==> src/rtl/io_monitor.sv <==
// io_monitor: debounced trigger pulse generator plus a small change-capture
// FIFO for the register file's a0 value, presented as a valid/ready stream.
module io_monitor #(
  parameter int DATA_WIDTH      = 32,
  parameter int DEBOUNCE_CYCLES = 4,
  parameter int FIFO_DEPTH      = 4
) (
  input  logic                  clk,
  input  logic                  rst_n,
  input  logic                  btn_in,
  output logic                  trigger,
  input  logic [DATA_WIDTH-1:0] a0,
  output logic [DATA_WIDTH-1:0] out_data,
  output logic                  out_valid,
  input  logic                  out_ready,
  output logic                  overflow
);

  localparam int DCNT_W = $clog2(DEBOUNCE_CYCLES);
  localparam int PTR_W  = $clog2(FIFO_DEPTH);
  localparam int FCNT_W = PTR_W + 1;

  // Button path state
  logic              sync1_q, sync1_d;
  logic              sync2_q, sync2_d;
  logic              stable_q, stable_d;
  logic              stable_dly_q, stable_dly_d;
  logic [DCNT_W-1:0] dcnt_q, dcnt_d;
  logic              trigger_q, trigger_d;

  // a0 capture and FIFO state
  logic [DATA_WIDTH-1:0] prev_a0_q, prev_a0_d;
  logic [PTR_W-1:0]      wr_ptr_q, wr_ptr_d;
  logic [PTR_W-1:0]      rd_ptr_q, rd_ptr_d;
  logic [FCNT_W-1:0]     fcnt_q, fcnt_d;
  logic                  overflow_q, overflow_d;
  logic [DATA_WIDTH-1:0] mem_q [FIFO_DEPTH];
  logic [DATA_WIDTH-1:0] mem_d [FIFO_DEPTH];

  logic push_req;
  logic fifo_empty;
  logic fifo_full;
  logic pop;
  logic push_ok;

  // Synchronize the raw button, then require DEBOUNCE_CYCLES agreeing samples
  // before the stable level follows; the trigger fires one cycle after a rise.
  always_comb begin
    sync1_d      = btn_in;
    sync2_d      = sync1_q;
    stable_d     = stable_q;
    dcnt_d       = '0;
    if (sync2_q != stable_q) begin
      if (dcnt_q == DCNT_W'(DEBOUNCE_CYCLES - 1)) begin
        stable_d = sync2_q;
      end else begin
        dcnt_d = dcnt_q + DCNT_W'(1);
      end
    end
    stable_dly_d = stable_q;
    trigger_d    = stable_q & ~stable_dly_q;
  end

  // Detect a0 changes and compute FIFO push/pop bookkeeping; a push into a
  // full queue survives only when the head is leaving in the same cycle.
  always_comb begin
    push_req   = (a0 != prev_a0_q);
    prev_a0_d  = a0;
    fifo_empty = (fcnt_q == '0);
    fifo_full  = (fcnt_q == FCNT_W'(FIFO_DEPTH));
    pop        = ~fifo_empty & out_ready;
    push_ok    = push_req & (~fifo_full | pop);
    overflow_d = overflow_q | (push_req & fifo_full & ~pop);
    wr_ptr_d   = push_ok ? wr_ptr_q + PTR_W'(1) : wr_ptr_q;
    rd_ptr_d   = pop     ? rd_ptr_q + PTR_W'(1) : rd_ptr_q;
    fcnt_d     = fcnt_q;
    if (push_ok && !pop) begin
      fcnt_d = fcnt_q + FCNT_W'(1);
    end else if (!push_ok && pop) begin
      fcnt_d = fcnt_q - FCNT_W'(1);
    end
  end

  // Storage write: only the tail slot changes, and only on an accepted push.
  always_comb begin
    for (int i = 0; i < FIFO_DEPTH; i++) begin
      mem_d[i] = mem_q[i];
    end
    if (push_ok) begin
      mem_d[wr_ptr_q] = a0;
    end
  end

  // Control state register with asynchronous active-low reset.
  always_ff @(posedge clk or negedge rst_n) begin
    if (!rst_n) begin
      sync1_q      <= 1'b0;
      sync2_q      <= 1'b0;
      stable_q     <= 1'b0;
      stable_dly_q <= 1'b0;
      dcnt_q       <= '0;
      trigger_q    <= 1'b0;
      prev_a0_q    <= '0;
      wr_ptr_q     <= '0;
      rd_ptr_q     <= '0;
      fcnt_q       <= '0;
      overflow_q   <= 1'b0;
    end else begin
      sync1_q      <= sync1_d;
      sync2_q      <= sync2_d;
      stable_q     <= stable_d;
      stable_dly_q <= stable_dly_d;
      dcnt_q       <= dcnt_d;
      trigger_q    <= trigger_d;
      prev_a0_q    <= prev_a0_d;
      wr_ptr_q     <= wr_ptr_d;
      rd_ptr_q     <= rd_ptr_d;
      fcnt_q       <= fcnt_d;
      overflow_q   <= overflow_d;
    end
  end

  // FIFO storage register; contents are meaningless while the count is zero.
  always_ff @(posedge clk) begin
    for (int i = 0; i < FIFO_DEPTH; i++) begin
      mem_q[i] <= mem_d[i];
    end
  end

  // Outputs come straight from registers, so out_ready never reaches them.
  always_comb begin
    trigger   = trigger_q;
    overflow  = overflow_q;
    out_valid = ~fifo_empty;
    out_data  = fifo_empty ? '0 : mem_q[rd_ptr_q];
  end

endmodule
==> config.mk <==
export PLATFORM = sky130hd
export DESIGN_NAME = io_monitor
export DESIGN_NICKNAME = d
export VERILOG_FILES = /design/src/rtl/io_monitor.sv
export SDC_FILE = /design/constraint.sdc
export NUM_CORES = 1
export LEC_CHECK = 0
export ABC_AREA = 0
export BUFFER_PORTS_ARGS = -buffer_cell sky130_fd_sc_hd__buf_2
export CAP_MARGIN = 40
export CORE_AREA = 2 2 111 113
export DETAILED_ROUTE_END_ITERATION = 10
export DIE_AREA = 0 0 113 115
export GPL_TIMING_DRIVEN = 0
export PLACE_DENSITY = 0.81
export SLEW_MARGIN = 10
export SYNTH_ARGS = -nofsm -noshare
export SYNTH_HDL_FRONTEND = slang
export SYNTH_SLANG_ARGS = --single-unit
export TNS_END_PERCENT = 20
==> constraint.sdc <==
create_clock -name clk -period 2.62 [get_ports clk]
set_clock_uncertainty 0.2 [all_clocks]
set_input_delay 0.393 -clock clk [delete_from_list [all_inputs] [get_ports clk]]
set_output_delay 0.393 -clock clk [all_outputs]
set_load 0.01 [all_outputs]
# Word level (Yosys, flattened, before mapping)
# Memories as Yosys holds them, arrays and structs flattened.
# Cells that the tools add are included.
# word_totals
reg_bits	47
latchBits	0
ramBits	128
mem_bits_ro	0
input_bits	36
output_inout_bits	35
wordCells	52
n_memories	1
# mem_list
name	depth	word_bits	read_ports	rd_clocked_by_memory_dff	write_ports	line_no	text
mem_q	4	32	5	0	4	37	logic [DATA_WIDTH-1:0] mem_q [FIFO_DEPTH];
# classes
addsub	5
n_mul	0
n_div	0
order_cmp	2
eq_ne	4
shifts	0
mux	9
bitwise_logic	12
reduce_logical	8
# ops
operator	count
bitwise mux 128 bit	1
two-way mux 128 bit	1
demux 32 bit (select 2 bit)	1
two-way mux 32 bit	2
!= test 32 bit	1
adder 2 x 1 -> 2 bit, second input constant	3
two-way mux 3 bit	2
bitwise AND 1 bit	5
two-way mux 2 bit	2
inverter 1 bit	4
adder 3 x 1 -> 3 bit, second input constant	1
equality test 3 bit, second input constant	1
>= comparator 3 bit, second input constant	1
logical AND 1 bit	3
zero test 3 bit	1
< comparator 3 x 1 -> 1 bit, second input constant	1
inverter 2 -> 3 bit	1
subtractor 3 x 1 -> 3 bit, second input constant	1
equality test 2 bit, second input constant	1
zero test 1 bit	2
OR 1 bit	2
AND reduction 2 bit	1
nonzero test 2 bit	1
!= test 1 bit	1

# Longest topological paths before layout
# logic_depth
ltp_word	9
ltp_mapped	10
depth_no_buf	10

# Worst setup path before layout
# No wires, ideal clock.
# synth_path
path_kind	input port to flip-flop
from	input port a0[24]
to	register fcnt_q[1]
setup_time_ps	125
arrival_ps	2039
t_required_ps	2295
setup_slack_ps	257
path_stages	8
path_buffers	0
cell_sequence	xnor2_1 -> nand4_1 -> nor4_2 -> a21oi_2 -> ha_1 -> inv_1 -> fa_1 -> mux2_2
# synth_via
elab_cells_between_ends	7
cone_classes	eq/ne: 1; mux: 1; bitwise: 1; reduce/logical: 4
# synth_lines
item	line_no	text
from (decl)	12	input logic [DATA_WIDTH-1:0] a0,
!= test 32 bit	67	push_req = (a0 != prev_a0_q);
bitwise AND 1 bit	72	push_ok = push_req & (~fifo_full | pop);
net push_ok	44	logic push_ok;
logical AND 1 bit	77	if (push_ok && !pop) begin
two-way mux 3 bit	77	
net fcnt_d[1]	35	logic [FCNT_W-1:0] fcnt_q, fcnt_d;
to (signal assigned)	118	fcnt_q <= fcnt_d;
to (decl)	35	
# The timed path passes the listed nets, and every way through them passes these cells.
# A chain may end at the register's enable or synchronous reset.

# Worst setup path after layout
# layout_path
from	register rd_ptr_q[0]
to	output port out_data[13]
# layout_via
elab_chain_len	2
# layout_lines
item	line_no	text
from (decl)	34	logic [PTR_W-1:0] rd_ptr_q, rd_ptr_d;
from (signal assigned)	117	rd_ptr_q <= rd_ptr_d;
memory read (4 x 32 bit)	--	
two-way mux 32 bit	135	out_data = fifo_empty ? '0 : mem_q[rd_ptr_q];
to (decl)	13	output logic [DATA_WIDTH-1:0] out_data,
# No other way between the ends.

==> impl_metrics.yaml <==
outcome:
  outcome: "finished, violations left"
  violations: "DRC"
synth:
  yosys.cell_types.count: 25
  synth_ff_type: "edfxtp_1"
  synth.area.top_cells: "edfxtp_1 58%, dfrtp_1 18%, mux4_2 11%"
  avgSynthCellArea_um2: 20.29
  synth-seq-area-share_pct: 75.41
  syn_area_mm2: 0.006656
  syn_inst: 328
  synth_common_cells: "128 x edfxtp_1, 47 x dfrtp_1, 37 x xnor2_1, 36 x and2_1, 32 x mux4_2"
  synth_edf_count: 128
  synth_top_area_share_pct: 57.74
  ys_async_sr_fraction_pct: 26.86
  ys_ff_latch: 175
  synth_top_cell_by_area: "edfxtp_1"
  synth_nets: 371
  ys_warn_count: 0
  yosysMostFrequentCell: "edfxtp_1"
cts:
  cts_max_level: 4
  cts_tree: "built"
  cts.path.max_buffers: 2
  clock-sinks: 175
  clk_pin_slew_worst_paths_ns: 0.06
  clock_tree.root_cell: "clkbuf_16"
  clk_latency_ns: 0.43
  cts_buffers: 17
route:
  postRouteAntennaNets: 0
  drc: 4
  wl_mm: 12.76
  drt_iter0_drc: 309
  viasPerCell: 5.503
  wire_per_inst_um: 20.72
  firstDrtPassIters: 7
  vias: 3390
final_layout:
  fin_area_mm2: 0.008363
  diodes: 0
  final_util_pct: 70.81
  nFillCells: 714
  fin_nets: 499
  regArea_mm2: 0.005020
  drive_gt1_share_pct: 34.12
  syn2layout_area_growth_pct: 25.64
  multi_input_area_mm2: 0.001619
timing:
  maxSlewViolCount: 0
  report.final.hold_viol_count: 0
  setup_viol: 0
  relSlewSlack_pct: 58.04
  max_slew.worst_pin.slew_ns: 0.6293
  clock.fmax_mhz: 390.5
  min_period_over_period_pct: 97.75
  period_minus_slack_ns: 2.561
global_route:
  grt_pass1_vias: 3766
  grt_antenna_before_repair: 1
  grt.overflow.total: 0
  grt_max_degree: 27
  track_usage_pct: 21.57
  grt_pass1_wl_mm: 20.11
place:
  placed_cell_area_mm2: 0.007333
  io_buffer_count: 70
  gp_congestion: 0.7096
  hpwl_mm: 7.779
setup_path:
  worstPathArrival_ns: 1.97
  worst-setup-path-type: "flop to primary output"
  worstPathMaxFanout: 10
  cp-start-kind: "flop"
  worstPathRequired_ns: 2.03
  cp-end-kind: "primary output"
floorplanning:
  die_h_um: 115
  die_width_um: 113
  start_util_pct: 56.36
  die-area_mm2: 0.01300
  core-area_mm2: 0.01181
  io_pins: 71
  fp-row-count: 40
pwr:
  power_density_mw_per_mm2: 1208
  ir_drop_v: 0.0005316
  p_leak_nw: 3.105
run:
  cap_violations: 0
worst_hold_path:
  hold_path.class: "primary input to flop"
## what timing repair did
action / 4_1_cts / 5_1_grt
hold buffers: 34 / 0
pin swaps: 1 / 8
setup buffers: 0 / 1
gates resized for setup: 15 / 12
hold endpoints to repair: 58 / 0
endpoints found under the setup margin: 30 / 31
gates cloned: 0 / 0
## cell usage in the layout (no fill, tap or decap), types with 5 or more instances in the layout
cell type      synthesis  layout
buf_16                 0       5
and2_1                36      32
xnor2_1               37      35
dfrtp_1               47      47
dlygate4sd3_1          0      34
mux4_2                32      32
ha_1                   6       5
edfxtp_1             128     128
buf_2                  2      71
nand4_1                8       8
clkinv_1               0       5
clkbuf_16              0      17
## per-stage QoR
step	hold slack, ns	setup slack [ns]	TNS (ns)	cells	power, mW
2_1_floorplan	-0.1026	0.2567	0	328	6.220
3_3_place_gp	0.1358	-0.7025	-88.70	545	7.243
3_5_place_dp	0.1397	-0.2054	-2.249	550	7.561
4_1_cts	0.004606	-0.03164	-0.03706	615	10.11
5_1_grt	0.01136	-0.04149	-0.9728	616	10.58
6_report	0.02057	0.05904	0	616	10.11
## cell families (layout without fill, tap and decap cells)
family,count (synthesis),after routing,share of synthesized area (%)
simple gates,55,55,5.338
fa+ha+maj,7,7,1.429
buf+inv,15,156,1.053
flops,175,175,75.41
mux,35,35,11.39
compound gates,2,2,0.2444
xor+xnor,39,39,5.132
## path summary, 6_finish.rpt
check                              startpoint            end  depth (start not counted)  slack [ns]
worst max-delay path              rd_ptr_q[0]   out_data[13]                          5        0.06
worst min-delay path                   a0[18]   mem_q[1][18]                          1        0.02
worst max register to register  prev_a0_q[12]      fcnt_q[1]                          8        0.08
worst min register to register        sync1_q        sync2_q                          0        0.15
max in group asynchronous               rst_n  prev_a0_q[22]                          3        1.35
min in group asynchronous               rst_n   prev_a0_q[7]                          2        0.32
## sequential cells by signal, indices dropped and copies added (netlist names), 2 cells and up
register,cells
fcnt_q,3
rd_ptr_q,2
prev_a0_q,32
dcnt_q,2
wr_ptr_q,2
mem_q,128
## worst max-delay path, cell delays in order, from the launching register on
cell,delay [ns]
dfrtp_1,0.37
buf_8,0.17
buf_12,0.17
mux4_2,0.49
and2_1,0.20
buf_2,0.15
## report_power, final
group	switching [mW]	internal (mW)	leakage, nW	total (mW)
combinational	1.75	1.71	1.09	3.47
clock	0.981	1.48	0.269	2.46
sequential	0.241	3.94	1.75	4.18
total	2.97	7.13	3.10	10.1
## area by class of cell
cell class / instances / area share [%]
Timing Repair Buffer: 110 / 9.994
Tap cell: 147 / 2.199
Clock buffer: 18 / 5.132
Sequential cell: 175 / 60.02
Inverter: 3 / 0.1346
Multi-Input combinational cell: 138 / 19.36
Buffer: 11 / 1.376
Clock inverter: 14 / 1.780
## metal layers
metal | wire, um | GRT usage [%]
met1 | 5076 | 25.94
met2 | 6842 | 37.13
met3 | 555 | 5.482
met4 | 275 | 10.00
met5 | 13 | 0
No activity file was read; power rests on OpenSTA's default activity.
